--- config.mk ---
export PLATFORM = sky130hd
export DESIGN_NAME = medidor_faixa_n_fd
export DESIGN_NICKNAME = d
export VERILOG_FILES = /design/src/rtl/medidor_faixa_n_fd.sv
export SDC_FILE = /design/constraint.sdc
export NUM_CORES = 1
export LEC_CHECK = 0
export ABC_AREA = 0
export CAP_MARGIN = 20
export CELL_PAD_IN_SITES_DETAIL_PLACEMENT = 1
export CELL_PAD_IN_SITES_GLOBAL_PLACEMENT = 1
export CORE_MARGIN = 5
export CORE_UTILIZATION = 43
export CTS_CLUSTER_SIZE = 16
export DETAILED_ROUTE_END_ITERATION = 10
export PLACE_DENSITY_LB_ADDON = 0.1
export SETUP_SLACK_MARGIN = 0.02
export SKIP_CTS_REPAIR_TIMING = 1
export SLEW_MARGIN = 30
export SYNTH_ARGS = -nofsm -noshare
export SYNTH_HDL_FRONTEND = slang
export SYNTH_SLANG_ARGS = --single-unit
--- constraint.sdc ---
create_clock -name clock -period 3.8 [get_ports clock]
set_clock_uncertainty 0.2 [all_clocks]
set_input_delay 0.76 -clock clock [delete_from_list [all_inputs] [get_ports clock]]
set_output_delay 0.76 -clock clock [all_outputs]
set_load 0.005 [all_outputs]
--- src/rtl/medidor_faixa_n_fd.sv ---
// medidor_faixa_n_fd: periodic range watch with miss-tolerant filter, dwell timer and ASCII report frame
module medidor_faixa_n_fd #(
  parameter int DIGITS      = 3,
  parameter int PERIOD_CYC  = 5_000_000,
  parameter int DWELL_CYC   = 150_000_000,
  parameter int TIMEOUT_CYC = 2_000_000,
  parameter int MISS_MAX    = 1
) (
  input  logic                clock,
  input  logic                reset,
  input  logic                ligar,
  input  logic                modo,
  input  logic [4*DIGITS-1:0] upperL,
  input  logic [4*DIGITS-1:0] lowerL,
  input  logic [4*DIGITS-1:0] medida,
  input  logic                medida_pronto,
  input  logic                tx_pronto,
  output logic                medir,
  output logic                tx_partida,
  output logic [6:0]          tx_dado,
  output logic                dentro,
  output logic                acertou,
  output logic                erro,
  output logic                ocupado,
  output logic [4*DIGITS-1:0] db_medida,
  output logic [3:0]          db_estado
);
  localparam int W  = 4 * DIGITS;
  localparam int PW = $clog2(PERIOD_CYC + 1);
  localparam int TW = $clog2(TIMEOUT_CYC + 1);
  localparam int DW = $clog2(DWELL_CYC + 1);
  localparam int MW = $clog2(MISS_MAX + 2);
  localparam int IW = $clog2(DIGITS + 2);
  localparam logic [PW-1:0] PER_END  = PW'(PERIOD_CYC - 1);
  localparam logic [TW-1:0] TO_END   = TW'(TIMEOUT_CYC - 1);
  localparam logic [DW-1:0] DW_END   = DW'(DWELL_CYC - 1);
  localparam logic [MW-1:0] MISS_END = MW'(MISS_MAX);
  localparam logic [IW-1:0] LAST     = IW'(DIGITS + 1);
  typedef enum logic [3:0] {
    OCIOSO, MEDE, ESPERA_MEDIDA, AVALIA, TX, ESPERA_TX, PROX_CHAR, ESPERA_PERIODO
  } estado_t;
  estado_t       st_q, st_d;
  logic [PW-1:0] per_q, per_d;
  logic [TW-1:0] to_q, to_d;
  logic [DW-1:0] dw_q, dw_d;
  logic [MW-1:0] miss_q, miss_d, miss_inc;
  logic [IW-1:0] idx_q, idx_d;
  logic [W-1:0]  med_q, med_d;
  logic          erro_q, erro_d, dentro_q, dentro_d, acertou_q, acertou_d, ligar_q;
  logic          in_range;
  logic [3:0]    nib;
  logic [6:0]    chr;
  // Current frame character; the counters treat the MEDE cycle as count 0
  always_comb begin
    nib = 4'h0;
    for (int i = 0; i < DIGITS; i++) nib = (idx_q == IW'(i)) ? med_q[4*(DIGITS-1-i) +: 4] : nib;
    in_range = !erro_q && med_q >= lowerL && med_q <= upperL;
    chr = idx_q < IW'(DIGITS) ? {3'b011, nib} :
          idx_q == IW'(DIGITS) ? (erro_q ? 7'h45 : dentro_q ? 7'h44 : 7'h46) : 7'h23;
  end
  // Sequencer next state, measurement latch, filter and dwell timer
  always_comb begin
    st_d      = st_q;
    med_d     = med_q;
    erro_d    = erro_q;
    dentro_d  = dentro_q;
    miss_d    = miss_q;
    idx_d     = idx_q;
    miss_inc  = miss_q + 1'b1;
    per_d     = st_q == MEDE ? PW'(1) : per_q >= PER_END ? per_q : per_q + 1'b1;
    to_d      = st_q == MEDE ? TW'(1) : to_q >= TO_END ? to_q : to_q + 1'b1;
    dw_d      = !dentro_q ? DW'(0) : dw_q >= DW_END ? dw_q : dw_q + 1'b1;
    acertou_d = dentro_q && dw_q >= DW_END;
    case (st_q)
      OCIOSO:         st_d = (modo ? ligar && !ligar_q : ligar) ? MEDE : OCIOSO;
      MEDE:           st_d = ESPERA_MEDIDA;
      ESPERA_MEDIDA: begin
        st_d   = medida_pronto || to_q >= TO_END ? AVALIA : ESPERA_MEDIDA;
        med_d  = medida_pronto ? medida : med_q;
        erro_d = medida_pronto ? 1'b0 : to_q >= TO_END ? 1'b1 : erro_q;
      end
      AVALIA: begin
        st_d     = TX;
        dentro_d = in_range ? 1'b1 : miss_inc > MISS_END ? 1'b0 : dentro_q;
        miss_d   = in_range || miss_inc > MISS_END ? MW'(0) : miss_inc;
      end
      TX:             st_d = ESPERA_TX;
      ESPERA_TX:      st_d = tx_pronto ? PROX_CHAR : ESPERA_TX;
      PROX_CHAR: begin
        st_d  = idx_q == LAST ? ESPERA_PERIODO : TX;
        idx_d = idx_q == LAST ? IW'(0) : idx_q + 1'b1;
      end
      ESPERA_PERIODO: st_d = modo || !ligar ? OCIOSO : per_q >= PER_END ? MEDE : ESPERA_PERIODO;
      default:        st_d = OCIOSO;
    endcase
  end
  // State and datapath registers, cleared asynchronously
  always_ff @(posedge clock or posedge reset)
    if (reset) begin
      st_q      <= OCIOSO;
      per_q     <= '0;
      to_q      <= '0;
      dw_q      <= '0;
      miss_q    <= '0;
      idx_q     <= '0;
      med_q     <= '0;
      erro_q    <= 1'b0;
      dentro_q  <= 1'b0;
      acertou_q <= 1'b0;
      ligar_q   <= 1'b0;
    end else begin
      st_q      <= st_d;
      per_q     <= per_d;
      to_q      <= to_d;
      dw_q      <= dw_d;
      miss_q    <= miss_d;
      idx_q     <= idx_d;
      med_q     <= med_d;
      erro_q    <= erro_d;
      dentro_q  <= dentro_d;
      acertou_q <= acertou_d;
      ligar_q   <= ligar;
    end
  assign medir      = st_q == MEDE;
  assign tx_partida = st_q == TX;
  assign tx_dado    = (st_q == TX || st_q == ESPERA_TX) ? chr : 7'h00;
  assign dentro     = dentro_q;
  assign acertou    = acertou_q;
  assign erro       = erro_q;
  assign ocupado    = st_q != OCIOSO;
  assign db_medida  = med_q;
  assign db_estado  = st_q;
endmodule

==> impl_metrics.ini <==
[status]
status = complete, no violations

[detailed_routing]
num_vias = 4854
drtIter0Drc = 280
routed_wl_um = 15100
ant_nets = 0
drc = 0
routedWlPerCell_um = 17.36
first_pass_iters = 4
vias_per_cell = 5.579

[floorplanning]
start_util_pct = 43.95
die_w_um = 126.6
die_h_um = 126.6
num_rows = 42
placeableCoreArea_um2 = 13300
design.die.area_um2 = 16020
pin_count = 71

[finish]
drive_above_1_share_pct = 8.501
final_cells = 870
diodes = 0
nets = 763
fin_area_um2 = 7010
area_growth_pct = 19.98

[placed_design]
routabilityCongestion = 0.8211
dpl_cell_area_um2 = 6689
dp_hpwl_um = 10780
dpl.cell_count = 854
portBuffers = 69

[timing]
finalSetupViolCount = 0
hold_viol = 0
rsz0062_at_grt = false
tightest_slew_ns = 0.8779
slew_viol_final = 0
hold_ws_ns = 0.3433
tns_ns = 0
fin_crit_ns = 3.547
fin_crit_sh_pct = 93.34
fmax_ghz = 0.2819
maxSlewHeadroom_pct = 41.47

[global_route]
grt_overflow_total = 0
grt_usage_pct = 19.45
grt_pass1_vias = 5222
grt_pass1_wl_um = 25670
antenna_found_initial = 0
grt_max_degree = 50

[cts]
clkTransAtPathRegs_ns = 0.07
cts_tree = yes
h-tree-depth = 3
cts_root_buffer = clkbuf_16
cts_max_path_buffers = 2
cts.sinks = 96
cts_made_buffers = 9
clk_latency_ns = 0.35

[power]
leakage_nw = 3.034
clockPowerShare_pct = 26.2
ir_worst_vdd_mv = 0.4320
combPwrFrac_pct = 35.7
seq_power_share_pct = 38.1
power_density_nw_per_um2 = 541.5
p_switching_mw = 1.359
netSwitchingFraction_pct = 35.79
intPower_mw = 2.437

[critical_path]
crit_type = reg2out
arrival_ns = 2.59
end_kind = output port
required_ns = 2.84
path_max_fanout = 5
critPathSlowestCell = clkdlybuf4s50_1
slowest_delay_ns = 0.58
reg2reg_depth = 6
startpoint_type = flip-flop
crit_chain = inv_1, ha_1, nor2b_1, a22oi_1, nor2_1, a211oi_1, a311oi_1, clkdlybuf4s50_1

[yosys]
yosysSeqAreaShare_pct = 41.11
synth.net_count = 700
synth_cell_types = 71
synth-simple-area-share_pct = 24.84
synth_mux_area_share_pct = 3.340
avgSynthCellArea_um2 = 9.334
synth_edf_count = 0
synth-compound-area-share_pct = 11.41
yosys_warnings = 0
synthAdderAreaFrac_pct = 6.852
syn-cell-area_um2 = 5843
ys_async_sr_fraction_pct = 100.0
synth-xor-area-share_pct = 7.794
synth_ff_type = dfrtp_1
syn_inst = 626
ys_seq_elements = 96
synth_top_family_by_area = simple AND/OR/NAND/NOR gates

[min_path]
whs_path_depth = 1
hold_class = reg2reg

[run]
maxCapViolCount = 0
## synthesized netlist by cell type, types with 3 or more instances
| cell type | n | area share [%] |
|---|---|---|
| or4_1 | 7 | 0.90 |
| a22oi_1 | 4 | 0.51 |
| and4_1 | 9 | 1.3 |
| a21oi_1 | 27 | 2.3 |
| o211ai_1 | 6 | 0.77 |
| nor4_2 | 4 | 0.86 |
| nand2b_1 | 11 | 1.2 |
| clkbuf_1 | 15 | 0.96 |
| nor2b_1 | 6 | 0.64 |
| nand4b_1 | 4 | 0.60 |
| buf_2 | 3 | 0.26 |
| and3_1 | 10 | 1.1 |
| nor4_1 | 6 | 0.64 |
| o31ai_1 | 6 | 0.77 |
| inv_1 | 39 | 2.5 |
| or3_1 | 3 | 0.32 |
| mux2i_1 | 6 | 1.0 |
| mux2_2 | 12 | 2.3 |
| nor3_1 | 14 | 1.2 |
| a211oi_1 | 4 | 0.51 |
| xnor2_1 | 21 | 3.1 |
| dfrtp_1 | 96 | 41 |
| xor2_1 | 31 | 4.6 |
| nand4_1 | 20 | 2.1 |
| ha_1 | 32 | 6.9 |
| a21o_1 | 5 | 0.64 |
| nand3_1 | 34 | 2.9 |
| and2_1 | 6 | 0.64 |
| o21ai_0 | 17 | 1.5 |
| nor2_1 | 70 | 4.5 |
| nand2_1 | 45 | 2.9 |
| or2_2 | 4 | 0.43 |
## worst max-delay path, delay by kind of cell, from the launching register on
kind,cells,cell delay [ns]
compound gates,3,0.44
simple gates,2,0.38
fa+ha+maj,1,0.24
flops,1,0.44
buf+inv,2,0.72
## layer usage
metal  vias to the layer above  wire (µm)  global-route usage [%]
met5                         -          0                       0
met4                         0        104                   3.281
met3                         9        528                   4.750
met2                        62       7542                   33.41
met1                      2434       6926                   25.32
li1                       2349          -                       -
## cells by family after synthesis
family                     count (synthesis)
adders and majority gates                 32
DFF                                       96
xor gates and xnor gates                  52
buffers and inverters                     62
muxes                                     18
other                                      1
AOI/OAI and AO/OA                         97
and+or+nand+nor                          268
## final timing paths
| check | start | to | slack (ns) |
|---|---|---|---|
| worst min-delay path | miss_q[1] | miss_q[1] | 0.34 |
| max in group asynchronous | reset | dw_q[27] | 2.02 |
| worst min register to register | miss_q[1] | miss_q[1] | 0.34 |
| worst max register to register | per_q[12] | db_estado[1] | 1.14 |
| min in group asynchronous | reset | per_q[22] | 0.69 |
| worst max-delay path | idx_q[0] | tx_dado[0] | 0.25 |
## sequential cells by signal, indices dropped and copies added (netlist names)
name,flops
dw_q,28
per_q,23
to_q,21
db_medida,12
db_estado,3
idx_q,3
miss_q,2
acertou,1
dentro,1
erro,1
ligar_q,1
## layout make-up
class	count	area, µm²
clock inverter	7	96.34
inverter	40	152.6
timing repair buffer	74	740.7
fill	1535	6285
tap	176	220.2
multi-input combinational	468	3173
clock buffer	9	225.2
sequential	96	2402
## cell usage in the layout, fill, tap and decap left out, types with 4 or more instances in the layout
| cell | instances |
|---|---|
| o211ai_1 | 6 |
| ha_1 | 32 |
| nand3_1 | 34 |
| and2_1 | 6 |
| clkbuf_16 | 9 |
| or4_1 | 7 |
| or2_2 | 4 |
| nor4_1 | 6 |
| dfrtp_1 | 96 |
| xnor2_1 | 21 |
| nor2_1 | 70 |
| nor4_2 | 4 |
| clkdlybuf4s50_1 | 69 |
| xor2_1 | 31 |
| mux2i_1 | 6 |
| nand2_1 | 45 |
| o21ai_0 | 17 |
| nand4_1 | 20 |
| nor2b_1 | 6 |
| a22oi_1 | 4 |
| nand4b_1 | 4 |
| a21oi_1 | 27 |
| and3_1 | 10 |
| mux2_2 | 12 |
| and4_1 | 9 |
| a21o_1 | 5 |
| nor3_1 | 14 |
| a211oi_1 | 4 |
| nand2b_1 | 11 |
| o31ai_1 | 6 |
| inv_1 | 38 |
| buf_4 | 4 |
## power groups by stage
stage | registers [mW] | logic (mW) | clock network [mW]
after global routing | 1.48 | 1.53 | 1.08
after global placement | 1.45 | 1.30 | 0
after CTS | 1.45 | 1.38 | 1.03
after floorplan | 1.38 | 0.823 | 0
final | 1.45 | 1.36 | 0.996
after detailed placement | 1.46 | 1.37 | 0
## through the flow
step	utilization (%)	setup WS, ns	power, mW
floorplan	-	0.3346	2.201
global placement	50.31	0.7294	2.752
detailed placement	50.31	0.6343	2.831
CTS	52.73	0.2197	3.855
global route	52.73	0.02477	4.087
finish	52.73	0.2532	3.796
No activity file was read; power rests on OpenSTA's default activity.
